`config.mk`:
```
export PLATFORM = sky130hd
export DESIGN_NAME = config_uart_tx
export DESIGN_NICKNAME = d
export VERILOG_FILES = /design/src/rtl/config_uart_tx.sv
export SDC_FILE = /design/constraint.sdc
export NUM_CORES = 1
export LEC_CHECK = 0
export ABC_AREA = 0
export CAP_MARGIN = 30
export CORE_ASPECT_RATIO = 1.4
export CORE_MARGIN = 2
export CORE_UTILIZATION = 59
export DETAILED_ROUTE_END_ITERATION = 6
export PLACE_DENSITY = 0.87
export SYNTH_ARGS = -nofsm -noshare
export SYNTH_HDL_FRONTEND = slang
export SYNTH_SLANG_ARGS = --single-unit
export TNS_END_PERCENT = 50
```
`constraint.sdc`:
```
create_clock -name CLK -period 2.95 [get_ports CLK]
set_clock_uncertainty 0.1 [all_clocks]
set_input_delay 0.59 -clock CLK [delete_from_list [all_inputs] [get_ports CLK]]
set_output_delay 0.59 -clock CLK [all_outputs]
set_load 0.03 [all_outputs]
```
`src/rtl/config_uart_tx.sv`:
```
// Buffered 8N1 UART transmitter feeding the fabric configuration Rx line.
// Bytes enter a small FIFO over valid/ready and are sent LSB-first, back-to-back when queued.
module config_uart_tx #(
  parameter int CLKS_PER_BIT = 217,
  parameter int FIFO_DEPTH   = 4
) (
  input  logic                         CLK,
  input  logic                         reset,
  input  logic [7:0]                   data_i,
  input  logic                         valid_i,
  output logic                         ready_o,
  output logic                         Tx,
  output logic                         busy_o,
  output logic [$clog2(FIFO_DEPTH):0]  level_o
);

  localparam int AW = $clog2(FIFO_DEPTH);
  localparam int CW = (CLKS_PER_BIT > 2) ? $clog2(CLKS_PER_BIT) : 1;

  localparam logic [CW-1:0] BAUD_LAST = CW'(CLKS_PER_BIT - 1);
  localparam logic [CW-1:0] BAUD_ZERO = CW'(0);
  localparam logic [CW-1:0] BAUD_ONE  = CW'(1);
  localparam logic [AW:0]   CNT_FULL  = (AW + 1)'(FIFO_DEPTH);
  localparam logic [AW:0]   CNT_ZERO  = (AW + 1)'(0);
  localparam logic [AW:0]   CNT_ONE   = (AW + 1)'(1);
  localparam logic [AW-1:0] PTR_ZERO  = AW'(0);
  localparam logic [AW-1:0] PTR_ONE   = AW'(1);

  localparam logic [1:0] S_IDLE  = 2'd0;
  localparam logic [1:0] S_START = 2'd1;
  localparam logic [1:0] S_DATA  = 2'd2;
  localparam logic [1:0] S_STOP  = 2'd3;

  logic [7:0]    r_mem [FIFO_DEPTH];
  logic [AW-1:0] r_wr_ptr;
  logic [AW-1:0] r_rd_ptr;
  logic [AW:0]   r_count;
  logic [1:0]    r_state;
  logic [CW-1:0] r_baud;
  logic [2:0]    r_bit;
  logic [7:0]    r_shift;
  logic          r_tx;

  logic w_full;
  logic w_nonempty;
  logic w_push;
  logic w_pop;
  logic w_baud_end;

  // Fullness comes from the registered count only, so a same-cycle pop never frees a slot
  assign w_full     = (r_count == CNT_FULL);
  assign w_nonempty = (r_count != CNT_ZERO);
  assign w_push     = valid_i & ~w_full;
  assign w_baud_end = (r_baud == BAUD_LAST);

  always_comb begin
    w_pop = 1'b0;
    case (r_state)
      S_IDLE:  w_pop = w_nonempty;
      S_STOP:  w_pop = w_nonempty & w_baud_end;
      default: w_pop = 1'b0;
    endcase
  end

  always_ff @(posedge CLK) begin
    if (w_push) begin
      r_mem[r_wr_ptr] <= data_i;
    end
  end

  always_ff @(posedge CLK or posedge reset) begin
    if (reset) begin
      r_wr_ptr <= PTR_ZERO;
      r_rd_ptr <= PTR_ZERO;
      r_count  <= CNT_ZERO;
    end else begin
      if (w_push) begin
        r_wr_ptr <= r_wr_ptr + PTR_ONE;
      end
      if (w_pop) begin
        r_rd_ptr <= r_rd_ptr + PTR_ONE;
      end
      case ({w_push, w_pop})
        2'b10:   r_count <= r_count + CNT_ONE;
        2'b01:   r_count <= r_count - CNT_ONE;
        default: r_count <= r_count;
      endcase
    end
  end

  // Frame sequencer; the stop bit can hand over straight to the next start bit
  always_ff @(posedge CLK or posedge reset) begin
    if (reset) begin
      r_state <= S_IDLE;
      r_baud  <= BAUD_ZERO;
      r_bit   <= 3'd0;
      r_shift <= 8'd0;
      r_tx    <= 1'b1;
    end else begin
      case (r_state)
        S_IDLE: begin
          if (w_pop) begin
            r_shift <= r_mem[r_rd_ptr];
            r_baud  <= BAUD_ZERO;
            r_bit   <= 3'd0;
            r_tx    <= 1'b0;
            r_state <= S_START;
          end else begin
            r_tx    <= 1'b1;
          end
        end
        S_START: begin
          if (w_baud_end) begin
            r_baud  <= BAUD_ZERO;
            r_tx    <= r_shift[0];
            r_state <= S_DATA;
          end else begin
            r_baud  <= r_baud + BAUD_ONE;
          end
        end
        S_DATA: begin
          if (w_baud_end) begin
            r_baud <= BAUD_ZERO;
            if (r_bit == 3'd7) begin
              r_tx    <= 1'b1;
              r_state <= S_STOP;
            end else begin
              r_bit   <= r_bit + 3'd1;
              r_shift <= {1'b0, r_shift[7:1]};
              r_tx    <= r_shift[1];
            end
          end else begin
            r_baud <= r_baud + BAUD_ONE;
          end
        end
        S_STOP: begin
          if (w_baud_end) begin
            r_baud <= BAUD_ZERO;
            if (w_pop) begin
              r_shift <= r_mem[r_rd_ptr];
              r_bit   <= 3'd0;
              r_tx    <= 1'b0;
              r_state <= S_START;
            end else begin
              r_tx    <= 1'b1;
              r_state <= S_IDLE;
            end
          end else begin
            r_baud <= r_baud + BAUD_ONE;
          end
        end
        default: begin
          r_state <= S_IDLE;
          r_baud  <= BAUD_ZERO;
          r_bit   <= 3'd0;
          r_tx    <= 1'b1;
        end
      endcase
    end
  end

  assign Tx      = r_tx;
  assign ready_o = ~w_full;
  assign busy_o  = (r_state != S_IDLE) | w_nonempty;
  assign level_o = r_count;

endmodule

```
==> flow_summary_export.csv <==
group,metric,value,unit
timing,timing.hold.ws,0.393,ns
timing,setup_violations,0,
route,drc,0,
cts,ctsHoldBuffers,0,
yosys,ys_ff_latch,61,
timing,rsz0062_at_grt,"no",
power,p_switching,1.53,mW
grt,grt_pass1_vias,1962,
yosys,synth.avg_cell_area,12.8,um2
cts,clock_path_buffers,2,
power,p_int,2.56,mW
yosys,synthesis.area,0.00301,mm2
grt,grt_overflow_total,0,
power,switching_share,37.4,%
yosys,synth_cells,234,
yosys,synthFlopType,"edfxtp_1",
critical_path,worstPathArrival,2.05,ns
yosys,synth_edf_count,32,
critical_path,crit_fanout,9,
yosys,ys_types,51,
place,gp_congestion,0.828,
route,num_vias,1928,
yosys,ys_top_cells_by_count,"34 x nand2_1, 32 x edfxtp_1, 28 x dfrtp_1",
cells_and_area,num_antenna_cells,0,
grt,antenna_found_initial,0,
cts,root_buffer,"clkbuf_8",
route,dr.pass1.iters,4,
cts,clkSlewWorstSetupHoldPaths,0.07,ns
power,p_leak,1.40,nW
cts,numCtsBuffers,9,
timing,timing.final.crit_share,92.9,%
yosys,synth_area_leader_cell,"edfxtp_1",
yosys,syn-num-nets,260,
timing,tightest_slew,0.630,ns
cts,clkSinkCount,61,
power,clkPwrFrac,22.3,%
timing,finalCriticalPeriod,2.74,ns
route,drtIter0Drc,88,
cells_and_area,syn_to_final_growth,16.2,%
yosys,yosysSeqAreaShare,56.1,%
power,comb_power_share,42.8,%
cts,cts_tree,"yes",
timing,hold_viol,0,
die,dieHeight,88.5,um
grt,grt_max_degree,18,
yosys,synthMostInstantiatedCell,"nand2_1",
yosys,yosysWarnings,0,
yosys,synthTopCellsByArea,"edfxtp_1 32%, dfrtp_1 23%, mux4_2 6.0%, ha_1 5.8%, nand2_1 4.2%",
die,io_pins,17,
route,drtAntennaViolNets,0,
power,seqPwrFrac,34.9,%
place,dp_hpwl,3.86,mm
route,wire_per_inst,17.2,um
die,core-area,0.00488,mm2
route,vias_per_cell,5.91,
flow_run,maxCapViolCount,0,
yosys,async_reset_ff_share,47.5,%
route,routed_wl,5.62,mm
power,power_density,1170,mW/mm2
place,portBuffers,16,
grt,grt.total_usage,22.7,%
cells_and_area,drive_gt1_share,16.8,%
timing,finalSetupTns,0,ns
die,die-area,0.00569,mm2
die,die_x,64.3,um
die,start_util,61.6,%
critical_path,path_class,"flip-flop to output pin",
cells_and_area,nets,283,
cts,h-tree-depth,3,
die,rows,30,
critical_path,crit_path_end_kind,"output pin",
yosys,synth.top_cell.area_share,32.0,%
power,power,4.09,mW
timing,max_freq,365,MHz
timing,slew-limit-headroom,57.8,%
critical_path,cp.required,2.26,ns
grt,grt_pass1_wl,9.50,mm
power,vdd_drop_max,845,uV
cts,clk_latency,0.34,ns
timing,slew_viol_final,0,
critical_path,critPathLaunchType,"flip-flop",
hold_path,hold_class,"flip-flop to flip-flop",
status,outcome,"completed",
-- worst max-delay path, cell delays in order, from the launching register on --
cell	delay (ns)
dfrtp_1	0.43
nor3_2	0.57
nand2_1	0.10
clkdlybuf4s50_1	0.61
-- power groups by stage --
stage / Sequential, mW / Combinational [mW] / Clock [mW]
2_1_floorplan: 1.38 / 1.32 / 0
3_3_place_gp: 1.42 / 1.67 / 0
3_5_place_dp: 1.44 / 1.71 / 0
4_1_cts: 1.43 / 1.75 / 0.915
5_1_grt: 1.47 / 1.93 / 0.950
6_report: 1.43 / 1.75 / 0.909
-- what timing repair did --
action                     CTS  global route
hold endpoints to repair     0             0
resized for setup            0             1
setup endpoints to repair    0             1
buffers inserted             0             0
-- final timing paths --
path                                        startpoint                     end  slack [ns]  cells past startpoint
worst min register to register          Tx$_DFFE_PP1P_          Tx$_DFFE_PP1P_        0.39                      2
worst max-delay path            level_o[2]$_DFFE_PP0P_                  busy_o        0.21                      3
min in group asynchronous                        reset   r_baud[1]$_DFFE_PP0P_        0.53                      2
max in group asynchronous                        reset    r_bit[2]$_DFFE_PP0P_        1.61                      3
worst min-delay path                    Tx$_DFFE_PP1P_          Tx$_DFFE_PP1P_        0.39                      2
worst max register to register   r_baud[0]$_DFFE_PP0P_  level_o[2]$_DFFE_PP0P_        0.24                     11
-- routing by layer --
| metal | GRT usage [%] | wire length, um | up-vias |
|---|---|---|---|
| met2 | 39.9 | 3040 | 41 |
| met5 | 0 | 0 | - |
| met3 | 5.73 | 218 | 11 |
| met1 | 27.1 | 2270 | 960 |
| met4 | 8.51 | 93 | 0 |
| li1 | - | - | 916 |
-- cell type report --
class	count	area [um2]
flip-flops and latches	61	1690
fillers	329	1390
multi-input cells	151	1240
repair buffers	20	190
clock buffers	9	124
clock inverters	7	120
well taps	64	80.1
inverters	14	52.6
-- metrics by stage --
stage                     setup WS [ns]  std cells  area [um2]  util, %
after global routing             0.0439        326        3490     71.6
final                             0.210        326        3490     71.6
after CTS                         0.178        326        3490     71.5
after global placement            0.375        310        3240     66.5
after floorplan                   0.345        234        3010        -
after detailed placement          0.281        310        3240     66.5
-- sequential cells by signal, indices dropped and copies added (netlist names) --
signal / cells
Tx: 1
level_o: 3
r_baud: 8
r_bit: 3
r_mem: 32
r_rd_ptr: 2
r_shift: 8
r_state: 2
r_wr_ptr: 2
-- cell usage in the layout, fill, tap and decap left out, types with 2 or more instances in the layout --
master           Yosys  layout
nand2_1             34      34
edfxtp_1            32      32
dfrtp_1             28      28
clkdlybuf4s50_1      0      16
inv_1               14      14
ha_1                14      14
o21ai_0             10      10
clkbuf_8             0       9
mux4_2               8       8
mux2_2               7       7
nand3_1              6       6
and3_1               5       5
nor2_1               4       4
or3_1                4       4
a21oi_1              4       4
xor2_1               4       4
buf_4                0       4
o31a_1               3       3
nor3_1               3       3
and2_1               3       3
mux2i_1              3       3
xnor2_1              3       3
bufinv_16            0       3
nor3_2               2       2
mux2_1               2       2
o311a_1              2       2
nand3b_1             2       2
o2bb2ai_1            2       2
a211o_1              2       2
a31o_2               2       2
a21o_1               2       2
inv_6                0       2
-- cell families (layout without fill, tap and decap cells) --
family / after synthesis / in the layout / synth area share (%)
compound gates: 38 / 38 / 9.95
simple gates: 71 / 71 / 12.2
mux: 20 / 20 / 10.4
buf+inv: 22 / 50 / 2.83
xor+xnor: 7 / 7 / 2.04
flops: 61 / 61 / 56.1
fa+ha+maj: 15 / 15 / 6.49
(Power assumes the default switching activity.)
